**config.mk**
```make
export PLATFORM = sky130hd
export DESIGN_NAME = counter_updown_mod
export DESIGN_NICKNAME = d
export VERILOG_FILES = /design/src/rtl/counter_updown_mod_pkg.sv /design/src/rtl/counter_updown_mod.sv
export SDC_FILE = /design/constraint.sdc
export NUM_CORES = 1
export LEC_CHECK = 0
export CORE_UTILIZATION = 48
export CTS_CLUSTER_DIAMETER = 40
export DETAILED_ROUTE_END_ITERATION = 6
export PLACE_DENSITY = 0.79
export SLEW_MARGIN = 20
export SYNTH_ARGS = -nofsm -noshare
export SYNTH_HDL_FRONTEND = slang
export SYNTH_SLANG_ARGS = --single-unit
```
**constraint.sdc**
```tcl
create_clock -name clk -period 2.25 [get_ports clk]
set_input_delay 0.3375 -clock clk [delete_from_list [all_inputs] [get_ports clk]]
set_output_delay 0.3375 -clock clk [all_outputs]
set_load 0.05 [all_outputs]
```
**src/rtl/counter_updown_mod_pkg.sv**
```systemverilog
// +-----------------------------------------------------------------+
// | counter_updown_mod_pkg : direction and mode constants           |
// | rev 1.0                                                          |
// +-----------------------------------------------------------------+
`default_nettype none

package counter_updown_mod_pkg;

  localparam logic CNT_DOWN = 1'b0;
  localparam logic CNT_UP   = 1'b1;

  localparam int CNT_WRAP = 0;
  localparam int CNT_SAT  = 1;

endpackage

`default_nettype wire

```
**src/rtl/counter_updown_mod.sv**
```systemverilog
// +-----------------------------------------------------------------+
// | counter_updown_mod : modulo up/down counter, wrap or saturate    |
// | rev 1.0                                                          |
// +-----------------------------------------------------------------+
`default_nettype none

module counter_updown_mod
  import counter_updown_mod_pkg::*;
#(
  parameter int WIDTH    = 8,
  parameter int MODULUS  = 256,
  parameter int SATURATE = 0
) (
  input  logic             clk,
  input  logic             rst,
  input  logic             en,
  input  logic             up,
  input  logic             clr,
  input  logic             load,
  input  logic [WIDTH-1:0] d,
  output logic [WIDTH-1:0] q,
  output logic             tc,
  output logic             evt,
  output logic             ovf
);

  // Compare constants carry one spare bit so MODULUS == 2**WIDTH still fits.
  localparam logic [WIDTH:0]   c_TOP   = (WIDTH+1)'(MODULUS - 1);
  localparam logic [WIDTH-1:0] c_TOP_Q = c_TOP[WIDTH-1:0];
  localparam logic [WIDTH:0]   c_ONE   = (WIDTH+1)'(1);

  if (WIDTH < 1 || MODULUS < 2 || longint'(MODULUS) > (longint'(1) << WIDTH)) begin : g_bad_param
    $error("counter_updown_mod: illegal WIDTH/MODULUS combination");
  end

  logic [WIDTH-1:0] r_q;
  logic             r_evt;
  logic             r_ovf;

  logic [WIDTH:0]   w_q_ext;
  logic [WIDTH:0]   w_d_ext;
  logic [WIDTH:0]   w_q_inc;
  logic [WIDTH:0]   w_q_dec;
  logic [WIDTH-1:0] w_q_nxt;
  logic             w_evt_nxt;
  logic             w_ovf_nxt;
  logic             w_at_top;
  logic             w_at_zero;

  assign w_q_ext   = {1'b0, r_q};
  assign w_d_ext   = {1'b0, d};
  assign w_q_inc   = w_q_ext + c_ONE;
  assign w_q_dec   = w_q_ext - c_ONE;
  assign w_at_top  = (w_q_ext == c_TOP);
  assign w_at_zero = (r_q == '0);

  always_comb begin
    w_q_nxt   = r_q;
    w_evt_nxt = 1'b0;
    w_ovf_nxt = r_ovf;
    if (clr) begin
      w_q_nxt   = '0;
      w_ovf_nxt = 1'b0;
    end else if (load) begin
      // Out-of-range loads clamp to the top state and flag overflow.
      if (w_d_ext > c_TOP) begin
        w_q_nxt   = c_TOP_Q;
        w_ovf_nxt = 1'b1;
      end else begin
        w_q_nxt = d;
      end
    end else if (en) begin
      if (up == CNT_UP) begin
        if (w_at_top) begin
          w_evt_nxt = 1'b1;
          w_ovf_nxt = 1'b1;
          if (SATURATE == CNT_WRAP) w_q_nxt = '0;
        end else begin
          w_q_nxt = w_q_inc[WIDTH-1:0];
        end
      end else begin
        if (w_at_zero) begin
          w_evt_nxt = 1'b1;
          w_ovf_nxt = 1'b1;
          if (SATURATE == CNT_WRAP) w_q_nxt = c_TOP_Q;
        end else begin
          w_q_nxt = w_q_dec[WIDTH-1:0];
        end
      end
    end
  end

  always_ff @(posedge clk or posedge rst) begin
    if (rst) begin
      r_q   <= '0;
      r_evt <= 1'b0;
      r_ovf <= 1'b0;
    end else begin
      r_q   <= w_q_nxt;
      r_evt <= w_evt_nxt;
      r_ovf <= w_ovf_nxt;
    end
  end

  assign q   = r_q;
  assign evt = r_evt;
  assign ovf = r_ovf;
  assign tc  = en & ((up == CNT_UP) ? w_at_top : w_at_zero);

endmodule

`default_nettype wire

```
==> metrics.txt <==
Static Leak=0.506 nW; DRC Markers=0; Synth top area share=0.263; Synth Flop Type=dfrtp_1; synth warn=0; worst slew pin tran=0.498 ns; syn avg cell area=between 8 and 9 um2; fin nets=roughly 150; CTS root buf=clkbuf_4; Layout area overhead=33.6%; hpwl dp=between 1500 and 2000 um; synthesized flop and latch total=10; Cell Count Post-Placement=157; CTS tree=yes; Tmin final=2.14 ns; required time worst endpoint=1.91 ns; Area contributors post-synth=dfrtp_1 (26%), buf_6 (4.7%), a21oi_1 (4.2%), ha_1 (3.9%), nor3b_1 (3.2%); setup violators final=0; syn nets=125; FP Rows=15; worst rel slew slack=0.667; distinct cell type count of the synthesized netlist=46; DRT iter0 DRCs=37; Post-synth EDFFs=0; final hold violations=0; power density cells=507 nW/um2; post-layout util=0.706; startpoint types=flip-flop; Final Total Pwr=0.645 mW; number of global-route vias before repair=869; Routed WL per cell=15.9 um; Initial Utilization=0.528; Finished Layout Cells=161; clock skew=0.00371 ns; asr flop ratio synth=1.00; Ports=25; gp weighted congestion=0.860; worst-case clock buffer depth=2; post_cts resized=0; VDD IR max=0.458 mV; crit path DAT=1.80 ns; Post-Syn Instances=around 110; setup TNS=0 ns; initial antenna violation count=0; Mapped Area=roughly 950 um2; cts bufs inserted=3; Core Box Area=about 1800 um2; chip height=46.5 um; first-pass GRT wire length=3970 um; critical path type=reg2out; Hold WC Path Type=in2async; post-synth top area cell=dfrtp_1; Slew Viols, Final=0; GRT Total Usage=0.259; hold_ws=about 0.35 ns; Die Width=roughly 47 um; clock slew at reported path FFs=0.07 ns; GRT Residual Overflow=0; drt first pass iters=5; Worst setup EP type=primary output; RSZ-0062 raised after global routing=no; hold buffer count at CTS=0; htree depth=1; status=complete, no violations; largest net degree at the start of global routing=13; register area share after synthesis=0.263; clock sinks=10; Final ANT Viol Nets=0; setup repair bufs after CTS=0; Maximum Capacitance Violations=0; Vias=a little under 1k; Via-to-Cell Ratio=6.09; full die area=around 2200 um2; Port Buffers=24; CP Max Fanout=8; share of layout cells above drive strength 1=0.213; fin crit share=0.950; clk_lat worst skew=0.27 ns; Fmax achieved=468 MHz; Routed WL=about 2600 um; n_diodes=0
metal layers:
layer	track usage	wire (um)	up-vias
met5	0	0	-
met4	0.0412	2	0
met3	0.0784	123	2
met2	0.394	1280	39
met1	0.363	1150	468
li1	-	-	472
critical path, stage by stage, from the launching register on:
cell and delay (ns):
dfrtp_2 0.44, ha_2 0.26, nand3_2 0.14, nor2_1 0.22, mux2i_2 0.14, nor2b_2 0.18
buf_12 0.15
power by group:
| group | total (mW) | internal (mW) | leakage, nW | switching [mW] |
|---|---|---|---|---|
| Sequential | 0.215 | 0.192 | 0.131 | 0.0229 |
| Clock | 0.161 | 0.0984 | 0.0210 | 0.0629 |
| Combinational | 0.269 | 0.119 | 0.354 | 0.150 |
| Total | 0.645 | 0.410 | 0.506 | 0.236 |
placed cells by master (no fill, tap or decap), types with 3 or more instances in the layout:
cell              n
clkbuf_4          3
nor3b_1           4
o221ai_1          3
nand2_1           5
o21ai_0           3
nor2_1            7
nand3_1           3
buf_4             9
a21oi_1           8
inv_1             6
clkdlybuf4s50_1  23
xor2_1            3
a31oi_1           3
dfrtp_1           9
Yosys cell counts, types with 2 or more instances:
cell      number
or4_1          2
xor2_1         3
buf_4          3
o221ai_1       3
o311a_1        2
a31o_2         2
ha_1           3
dfrtp_1       10
a21o_1         2
a21oi_1        8
mux2i_1        2
nor3_1         2
clkbuf_1       2
nand3_1        3
or3_1          2
a31oi_1        3
buf_6          4
nor3b_1        4
nor2_1         7
inv_1          6
nand4_1        2
o22ai_1        2
mux2_2         2
o21ai_0        3
nand2_1        5
cells by family after synthesis:
family                     Yosys count  share of synthesized area
adders and majority gates            3                     0.0394
and+or+nand+nor                     36                      0.230
DFF                                 10                      0.263
buffers and inverters               15                      0.102
xor gates and xnor gates             4                     0.0368
AOI/OAI and AO/OA                   36                      0.284
muxes                                4                     0.0447
stage by stage:
step                instance area [um2]  setup slack (ns)
detailed placement                 1230             0.200
global route                       1270            0.0137
global placement                   1230             0.263
CTS                                1260            0.0110
floorplan                           955            0.0170
finish                             1270             0.113
cell type report:
type,count,area [um2]
multi-input combinational,83,613
fill,148,529
timing repair buffer,33,318
sequential,10,251
clock buffer,4,36.3
tap,25,31.3
inverter,6,22.5
registers in the layout, indices dropped and copies added (netlist names):
register,cells
q,8
evt,1
ovf,1
worst paths after layout:
kind | startpoint | end | slack, ns | cells past startpoint
max in group asynchronous | rst | q[1] | 1.59 | 2
max | q[1] | tc | 0.11 | 6
min in group clk | ovf | ovf | 0.51 | 1
max reg2reg | q[1] | q[6] | 0.51 | 6
min reg2reg | ovf | ovf | 0.51 | 1
min | rst | ovf | 0.35 | 2
Power figures use the tool's default switching activity.
